$ cat config.mk
export PLATFORM = sky130hd
export DESIGN_NAME = mem_port_arbiter
export DESIGN_NICKNAME = d
export VERILOG_FILES = /design/src/rtl/mem_port_arbiter.sv
export SDC_FILE = /design/constraint.sdc
export NUM_CORES = 1
export LEC_CHECK = 0
export BUFFER_PORTS_ARGS = -buffer_cell sky130_fd_sc_hd__buf_4
export CORE_AREA = 3 3 49 51
export DETAILED_ROUTE_END_ITERATION = 8
export DIE_AREA = 0 0 52 54
export GPL_TIMING_DRIVEN = 0
export PLACE_DENSITY = 0.55
export SYNTH_ARGS = -nofsm -noshare
export SYNTH_HDL_FRONTEND = slang
export SYNTH_SLANG_ARGS = --single-unit
$ cat constraint.sdc
create_clock -name clk -period 3.01 [get_ports clk]
set_input_delay 0.602 -clock clk [delete_from_list [all_inputs] [get_ports clk]]
set_output_delay 0.602 -clock clk [all_outputs]
set_load 0.05 [all_outputs]
$ cat src/rtl/mem_port_arbiter.sv
// Round-robin arbiter granting one of four requesters access to a shared memory port.
// Grants are held until done, withdrawal of the request, or a wait-counter timeout.
module mem_port_arbiter #(
   parameter int unsigned TIMEOUT = 16
) (
   input  logic       clk,
   input  logic       reset,
   input  logic [3:0] req,
   input  logic       done,
   output logic [3:0] gnt,
   output logic [1:0] sel,
   output logic       busy,
   output logic       timeout_err
);

   localparam int unsigned NUM_REQ = 4;
   localparam int unsigned IDX_W   = 2;
   localparam int unsigned CNT_W   = 8;

   typedef enum logic {
      IDLE  = 1'b0,
      GRANT = 1'b1
   } state_t;

   state_t             state_q;
   state_t             state_d;
   logic [NUM_REQ-1:0] gnt_d;
   logic [IDX_W-1:0]   sel_d;
   logic               busy_d;
   logic               timeout_err_d;
   logic [IDX_W-1:0]   last_q;
   logic [IDX_W-1:0]   last_d;
   logic [CNT_W-1:0]   cnt_q;
   logic [CNT_W-1:0]   cnt_d;

   logic               rr_found;
   logic [IDX_W-1:0]   rr_win;
   logic [IDX_W-1:0]   rr_idx;

   // Round-robin search starting one past the last winner, wrapping modulo four.
   always_comb begin
      rr_found = 1'b0;
      rr_win   = last_q;
      rr_idx   = last_q;
      for (int unsigned k = 1; k <= NUM_REQ; k++) begin
         rr_idx = last_q + IDX_W'(k);
         if (!rr_found && req[rr_idx]) begin
            rr_found = 1'b1;
            rr_win   = rr_idx;
         end
      end
   end

   // Next-state and registered-output logic; sel deliberately holds through IDLE.
   always_comb begin
      state_d       = state_q;
      gnt_d         = gnt;
      sel_d         = sel;
      last_d        = last_q;
      cnt_d         = cnt_q;
      timeout_err_d = 1'b0;

      case (state_q)
         IDLE: begin
            gnt_d = '0;
            cnt_d = '0;
            if (rr_found) begin
               state_d = GRANT;
               gnt_d   = NUM_REQ'(1) << rr_win;
               sel_d   = rr_win;
               last_d  = rr_win;
            end
         end
         GRANT: begin
            if (done || !req[sel]) begin
               // done has priority over both withdrawal and timeout
               state_d = IDLE;
               gnt_d   = '0;
               cnt_d   = '0;
            end else if (cnt_q == CNT_W'(TIMEOUT - 1)) begin
               state_d       = IDLE;
               gnt_d         = '0;
               cnt_d         = '0;
               timeout_err_d = 1'b1;
            end else begin
               cnt_d = cnt_q + CNT_W'(1);
            end
         end
         default: begin
            state_d = IDLE;
            gnt_d   = '0;
            cnt_d   = '0;
         end
      endcase

      busy_d = (state_d == GRANT);
   end

   // State and output registers with synchronous reset.
   always_ff @(posedge clk) begin
      if (reset) begin
         state_q     <= IDLE;
         gnt         <= '0;
         sel         <= '0;
         busy        <= 1'b0;
         timeout_err <= 1'b0;
         last_q      <= IDX_W'(NUM_REQ - 1);
         cnt_q       <= '0;
      end else begin
         state_q     <= state_d;
         gnt         <= gnt_d;
         sel         <= sel_d;
         busy        <= busy_d;
         timeout_err <= timeout_err_d;
         last_q      <= last_d;
         cnt_q       <= cnt_d;
      end
   end

endmodule
-- After elaboration in Yosys (flattened, before gate mapping)
Cells that the tools add are included.
- $add $sub $neg: 4
- order comparisons: 5
- equal/unequal tests: 2
- shifts and indexed selects: 1
- muxes and demuxes: 30
- bitwise logic cells: 1
- reductions and logical operators: 10
- operator list (cell ; number):
    $mux W8 ; 2
    $pmux W8 S2 ; 1
    $lt A2 B3 Y1 const B ; 5
    $mux W1 ; 13
    $mux W4 ; 3
    $bmux W1 S2 ; 5
    $add A8 B1 Y8 const B ; 1
    $eq A8 B4 Y1 const B ; 1
    $mux W2 ; 4
    $pmux W4 S2 ; 1
    $add A2 B2 Y2 const B ; 2
    $logic_not A1 Y1 ; 4
    $shl A1 B2 Y4 const A ; 1
    $logic_and A1 B1 Y1 ; 3
    $ne A3 B1 Y1 const B ; 1
    $reduce_or A3 Y1 ; 1
    $add A2 B1 Y2 const B ; 1
    $pmux W1 S2 ; 1
    $reduce_and A2 Y1 ; 1
    $logic_or A1 B1 Y1 ; 1
    $not A1 Y1 ; 1
- bits in registers: 18
- input port bits: 7
- output and inout port bits: 8

-- Logic depth before layout (Yosys ltp)
Gate-level depths: netlist of run 1.
- depth after elaboration: 16
- gate-level depth with buffers: 5
- mapped depth without buffers: 5

-- Worst setup path before layout of run 1
No wires, ideal clock.
- path kind: register to register
- start point: register sel[1]
- end point: register gnt[1]
- data arrival time: 1.582 ns
- required time: 2.875 ns
- path slack: 1.293 ns
- stages on the path, launching flop included: 5
- period minus slack after synthesis: 1.717 ns
- path through: dfxtp_1 > mux4_2 > nand3_2 > nand2b_4 > o32ai_1
- longest elaborated chain between the ends: 6
- elaborated cells on any way between the ends: 7
- those cells by class: eq/ne: 1; mux: 4; reduce/logical: 2
- ends and longest elaborated chain (what ; line ; source):
    start, declared ; 11 ; output logic [1:0] sel,
    start signal, assigned ; 112 ; sel <= sel_d;
    $bmux W1 S2 * ; 75 ; if (done || !req[sel]) begin
    $mux W1 (implied by the code) * ; 75 ;
    $logic_not A1 Y1 * ; 75 ;
    $logic_or A1 B1 Y1 * ; 75 ;
    $mux W4 ; 75 ;
    $pmux W4 S2 ; 63 ; case (state_q)
    end signal, assigned ; 111 ; gnt <= gnt_d;
    end, declared ; 10 ; output logic [3:0] gnt,
Mark *: on every way between the ends. The rest lies on a longest branch, timed or not. The select of a mux whose other input is x is not followed.
A chain may end at the register's enable or synchronous reset.

==> results of run 1 <==
-- flip-flops by register name (all words and copies together) (netlist names) --
signal,count
last_q,2
sel,2
gnt,4
state_q,1
cnt_q,8
timeout_err,1
-- worst paths after layout --
| kind | startpoint | endpoint | slack, ps | cells after the start |
|---|---|---|---|---|
| setup / recovery | state_q$_SDFF_PP0_ | busy | 1470 | 1 |
| hold / removal | gnt[1]$_SDFFE_PP0P_ | gnt[1]$_SDFFE_PP0P_ | 460 | 2 |
| setup reg to reg | sel[1]$_SDFFE_PP0P_ | gnt[3]$_SDFFE_PP0P_ | 1550 | 4 |
| hold reg to reg | gnt[1]$_SDFFE_PP0P_ | gnt[1]$_SDFFE_PP0P_ | 460 | 2 |
-- logic make-up (layout without fill, tap and decap cells) --
group,Yosys count,in the layout
XOR/XNOR,6,6
AO/OA/AOI/OAI,17,17
flip-flops,18,18
AND/OR/NAND/NOR,35,35
multiplexers,1,1
buffers and inverters,4,22
adder cells (fa/ha/maj),1,1
-- cells in the mapped netlist (2+ instances only) --
library cell	instances	area (um^2)
dfxtp_1	18	360
nor2_1	12	45.0
nand2_1	5	18.8
inv_1	4	15.0
a21oi_1	3	15.0
nand2b_1	3	18.8
xnor2_1	3	26.3
xor2_1	3	26.3
a32o_1	2	20.0
and2_1	2	12.5
nand3_1	2	10.0
o21ai_0	2	10.0
o32ai_1	2	17.5
-- layer usage --
metal | wire, um | global-route usage | up-vias
met5 | 0 | 0 | -
met4 | 10 | 0.0393 | 0
met3 | 97 | 0.0582 | 2
met2 | 556 | 0.176 | 11
met1 | 786 | 0.166 | 282
li1 | - | - | 331
-- worst min-delay path, delay by kind of cell, from the launching register on --
family / cells / cell delay (ps)
buffers and inverters: 1 / 40
AOI/OAI and AO/OA: 1 / 50
DFF: 1 / 320
-- layout make-up --
cell class                      instances  area share
Timing Repair Buffer                   14       0.109
Multi-Input combinational cell         60       0.427
Clock buffer                            4      0.0378
Tap cell                               27      0.0352
Inverter                                4      0.0156
Sequential cell                        18       0.375
-- report_power, final --
part	internal, mW	switching [mW]
combinational	0.0441	0.0736
sequential	0.253	0.0135
clock	0.0735	0.0705
-- placed cells by master, fill, tap and decap left out, types with 2 or more instances in the layout --
master,instances
inv_1,4
a21oi_1,3
dfxtp_1,18
nand2b_1,3
and2_1,2
o32ai_1,2
a32o_1,2
nor2_1,12
nand2_1,5
xor2_1,3
buf_4,14
xnor2_1,3
nand3_1,2
o21ai_0,2
clkbuf_4,3
==> impl_metrics.toml, run 1 <==
[layout]
multiInputGateArea_um2 = 410
fillers = 196
final_util = 0.485
regArea_um2 = 360
nets = 109
area_growth_pct = 22.3
final_cells = 127
diodes = 0
fin_area_um2 = 961
drive_above_1_share = 0.260

[clock_network]
cts_resized = 0
clk_pin_slew_ps = 100
cts_root_buf = "clkbuf_4"
cts.sinks = 18
post_cts_buffers = 0
htree_num_levels = 1
cts_hold_buf = 0
cts_buffers = 3
cts_buffer_depth = 2
cts_tree = "done"
clock_latency_ps = 280

[logic_synthesis]
synth-simple-area-share = 0.247
ys_async_sr_fraction = 0
synth_seq_area_share = 0.459
synth_top_family_by_area = "simple AND/OR/NAND/NOR gates"
synthesis.area_um2 = 786
synth_cell_types = 34
ys_warn_count = 0
syn_inst = 82
synth_nets = 90
synth_xor_area_frac = 0.0669
synthFlopType = "dfxtp_1"
synthMuxAreaShare = 0.0287
syn_avg_cell_area_um2 = 9.58
synth_edf_count = 0
synth-seq-cells = 18
synth_compound_area_frac = 0.164
synthAdderAreaFrac = 0.0159

[setup_path]
max_stage_delay_ps = 420
path_max_fanout = 5
end_kind = "primary output"
cp.arrival_ps = 930
crit_buf_inv = 1
path_class = "reg2out"
cp.required_ps = 2410
cpLargestDelayFamily = "flip-flops"
crit_slowest_cell = "dfxtp_1"
start_kind = "register"
crit_chain = "buf_4"

[routing]
drtAntennaViolNets = 0
wl_per_cell_um = 11.4
vias_per_cell = 4.93
drtPass1Iterations = 3
drc = 0
vias = 626
drt_iter0_drc = 9
drt_wl_total_um = 1450

[placement]
place_inst = 123
hpwlAfterDp_um = 1140
post-place-ws_ps = 1210
dpl_cell_area_um2 = 925
portBuffers = 14
gp_congestion = 0.729

[timing]
max-slew-margin-rel = 0.682
finalHoldViolations = 0
max_clock_freq_mhz = 651
timing.hold.ws_ps = 460
finClkSkew_ps = 4.29
rsz0062_at_grt = "false"
setup_viol = 0
tightest_slew_ps = 476
min_period_ps = 1540
fin_ws_ps = 1470
min_period_over_period = 0.511
slew_viol_final = 0
setup_tns_ps = 0

[power]
p_per_area_mw_per_mm2 = 550
power.total_uw = 528
leakage_nw = 0.384
ir_drop_mv = 0.345

[job]
max-cap-violations = 0

[die]
dieArea_mm2 = 0.00281
chipHeight_um = 54
row_count = 16
start_util = 0.396
fp.dieW_um = 52
fp.coreArea_mm2 = 0.00198
io-pin-count = 15

[worst_hold_path]
hold_class = "reg2reg"

[global_route]
grt_overflow_total = 0
grt_pass1_wl_um = 2570
grt_pass1_vias = 597
track_usage = 0.124
antenna_found_initial = 0
grt_max_degree = 11

[status]
status = "finished clean"
(Power assumes the default switching activity.)
==> run 2, diff against run 1 <==
ABC_AREA = 1   (was unset)
CORE_AREA = 3 3 56 58   (was 3 3 49 51)
DIE_AREA = 0 0 59 61   (was 0 0 52 54)
PLACE_DENSITY = 0.57   (was 0.55)
clock period = 1.3 ns   (was 3.01 ns; I/O delays follow)
==> impl_metrics.toml, run 2 <==
[status]
status = "finished with violations"
violations = "negative setup slack"

[logic_synthesis]
synthTopCellsByArea = "dfxtp_1, nand2_1, nand2_4"
synth_nets = 167
synthesis.area_mm2 = 0.00107
synth.most_common_cell = "nand2_1"
synth_edf_count = 0
synth_seq_area_share = 0.336
ys_warn_count = 0
syn_inst = 159
syn_avg_cell_area_um2 = 6.75
synthFlopType = "dfxtp_1"
synth_cell_types = 25
synth_top_area_frac = 0.336
synth_top_area_cell = "dfxtp_1"
synth.top_cells.by_count = "nand2_1, dfxtp_1, inv_1"
ys_async_sr_fraction = 0
synth-seq-cells = 18

[timing]
min_period_ps = 1480
slew_viol_final = 0
max-slew-margin-rel = 0.813
timing.hold.ws_ps = 197
setup_viol = 17
max_clock_freq_mhz = 678
min_period_over_period = 1.14
finalHoldViolations = 0
tightest_slew_ps = 278
fin_ws_ps = -176
rsz0062_at_grt = "true"
finClkSkew_ps = 0.436

[routing]
vias_per_cell = 4.91
drc = 0
drtAntennaViolNets = 0
wl_met1_um = 1220
drtPass1Iterations = 4
drt_iter0_drc = 25
vias = 1089
drt_wl_total_um = 2510
wl_per_cell_um = 11.3
wl_met2_um = 1150
wl_met3_um = 113
routed.top_layer = "met4"

[layout]
area_growth_pct = 41.3
diodes = 0
largest_register = "cnt_q"
final_cells = 222
regArea_um2 = 374
reg.largest.list = "cnt_q (8), gnt (4)"
multiInputGateArea_um2 = 769
mostFrequentLayoutCell = "nand2_1"
drive_above_1_share = 0.461
largest_reg_flops = 8
final_cell_mix = "nand2_1, buf_4, nand2_2"
fillers = 272
nets = 200

[clock_network]
cts_buffer_depth = 2
cts.sinks = 18
clock_latency_ps = 290
htree_num_levels = 1
cts_tree = "done"
clk_pin_slew_ps = 100
cts_buffers = 3
cts_root_buf = "clkbuf_4"

[power]
power.total_mw = 3.40
leakage_nw = 0.723
p_per_area_mw_per_mm2 = 2240
ir_drop_mv = 1.56

[global_route]
grt_pass1_vias = 1021
grt_max_degree = 11
track_usage = 0.156
antenna_found_initial = 0
grt_pass1_wl_um = 4310
grt_overflow_total = 0

[setup_path]
cp.arrival_ps = 1670
path_max_fanout = 7
crit_chain = "buf_6 > nand2_2 > nand2_4 > nand2_4 > nand2_4 > nor2_8 > nand3_4 > nand2_4 > nand2_2 > nor2_1 > nor2_1"
crit_buf_inv = 1
start_kind = "register"
cp.required_ps = 1490
max_stage_delay_ps = 350
end_kind = "register"
cpLargestDelayFamily = "simple AND/OR/NAND/NOR gates"
path_class = "reg2reg"
crit_top_cell = "nand2_4"
crit_slowest_cell = "dfxtp_2"

[placement]
gp_congestion = 0.773
place_inst = 204
portBuffers = 14
hpwlAfterDp_um = 1780

[die]
dieArea_mm2 = 0.00360
row_count = 19
start_util = 0.396
fp.dieW_um = 59
io-pin-count = 15
chipHeight_um = 61
fp.coreArea_mm2 = 0.00271

[worst_hold_path]
hold_class = "in2reg"

[job]
max-cap-violations = 0
==> run 2: metrics by stage <==
step | worst slack, ps | utilization | cell area (um^2) | TNS [ps]
after floorplan | -24.1 | - | 1130 | -71.8
after global placement | -203 | 0.472 | 1280 | -2350
after detailed placement | -216 | 0.472 | 1280 | -2530
after CTS | -167 | 0.560 | 1520 | -1560
after global routing | -274 | 0.560 | 1520 | -3560
final | -176 | 0.560 | 1520 | -1620
==> run 2: per-layer routing <==
metal / vias up / track usage
li1: 575 / -
met5: - / 0
met3: 2 / 0.0511
met1: 485 / 0.207
met4: 0 / 0.0291
met2: 27 / 0.251
==> run 2: worst paths after layout <==
check / endpoint / cells after the start / from / slack (ps)
hold / removal: last_q[1]$_SDFFE_PP1P_ / 3 / reset / 200
setup reg to reg: last_q[0]$_SDFFE_PP1P_ / 11 / last_q[0]$_SDFFE_PP1P_ / -180
hold reg to reg: gnt[2]$_SDFFE_PP0P_ / 2 / gnt[2]$_SDFFE_PP0P_ / 460
setup / recovery: last_q[0]$_SDFFE_PP1P_ / 11 / last_q[0]$_SDFFE_PP1P_ / -180
==> run 2: area by class of cell <==
cell class                 instances  share of cell area
multi-input combinational        122               0.507
sequential                        18               0.247
timing repair buffer              27               0.134
inverter                          18              0.0503
tap                               31              0.0256
clock buffer                       4              0.0239
buffer                             1             0.00743
timing repair inverter             1             0.00495
==> run 2: report_power, final <==
part	switching [mW]	leakage [nW]	internal (mW)
logic	1.44	0.553	0.816
clock network	0.171	0.0210	0.171
registers	0.111	0.149	0.692
total	1.72	0.723	1.68
==> run 2: logic make-up after synthesis <==
group,Yosys count,share of synthesized area
AO/OA/AOI/OAI,14,0.0793
buffers and inverters,19,0.0699
AND/OR/NAND/NOR,106,0.495
XOR/XNOR,1,0.00816
flip-flops,18,0.336
adder cells (fa/ha/maj),1,0.0117
==> run 2: worst reg2reg max path: cells and delay by family, from the launching register on <==
kind,cells,cell delay [ps]
flops,1,350
simple gates,10,890
buf+inv,1,140
==> run 2: repair_timing <==
item	4_1_cts	5_1_grt
gates resized for setup	26	0
hold buffers	0	0
setup endpoints to repair	17	17
pin swaps	16	0
gates cloned	1	0
setup buffers	13	0
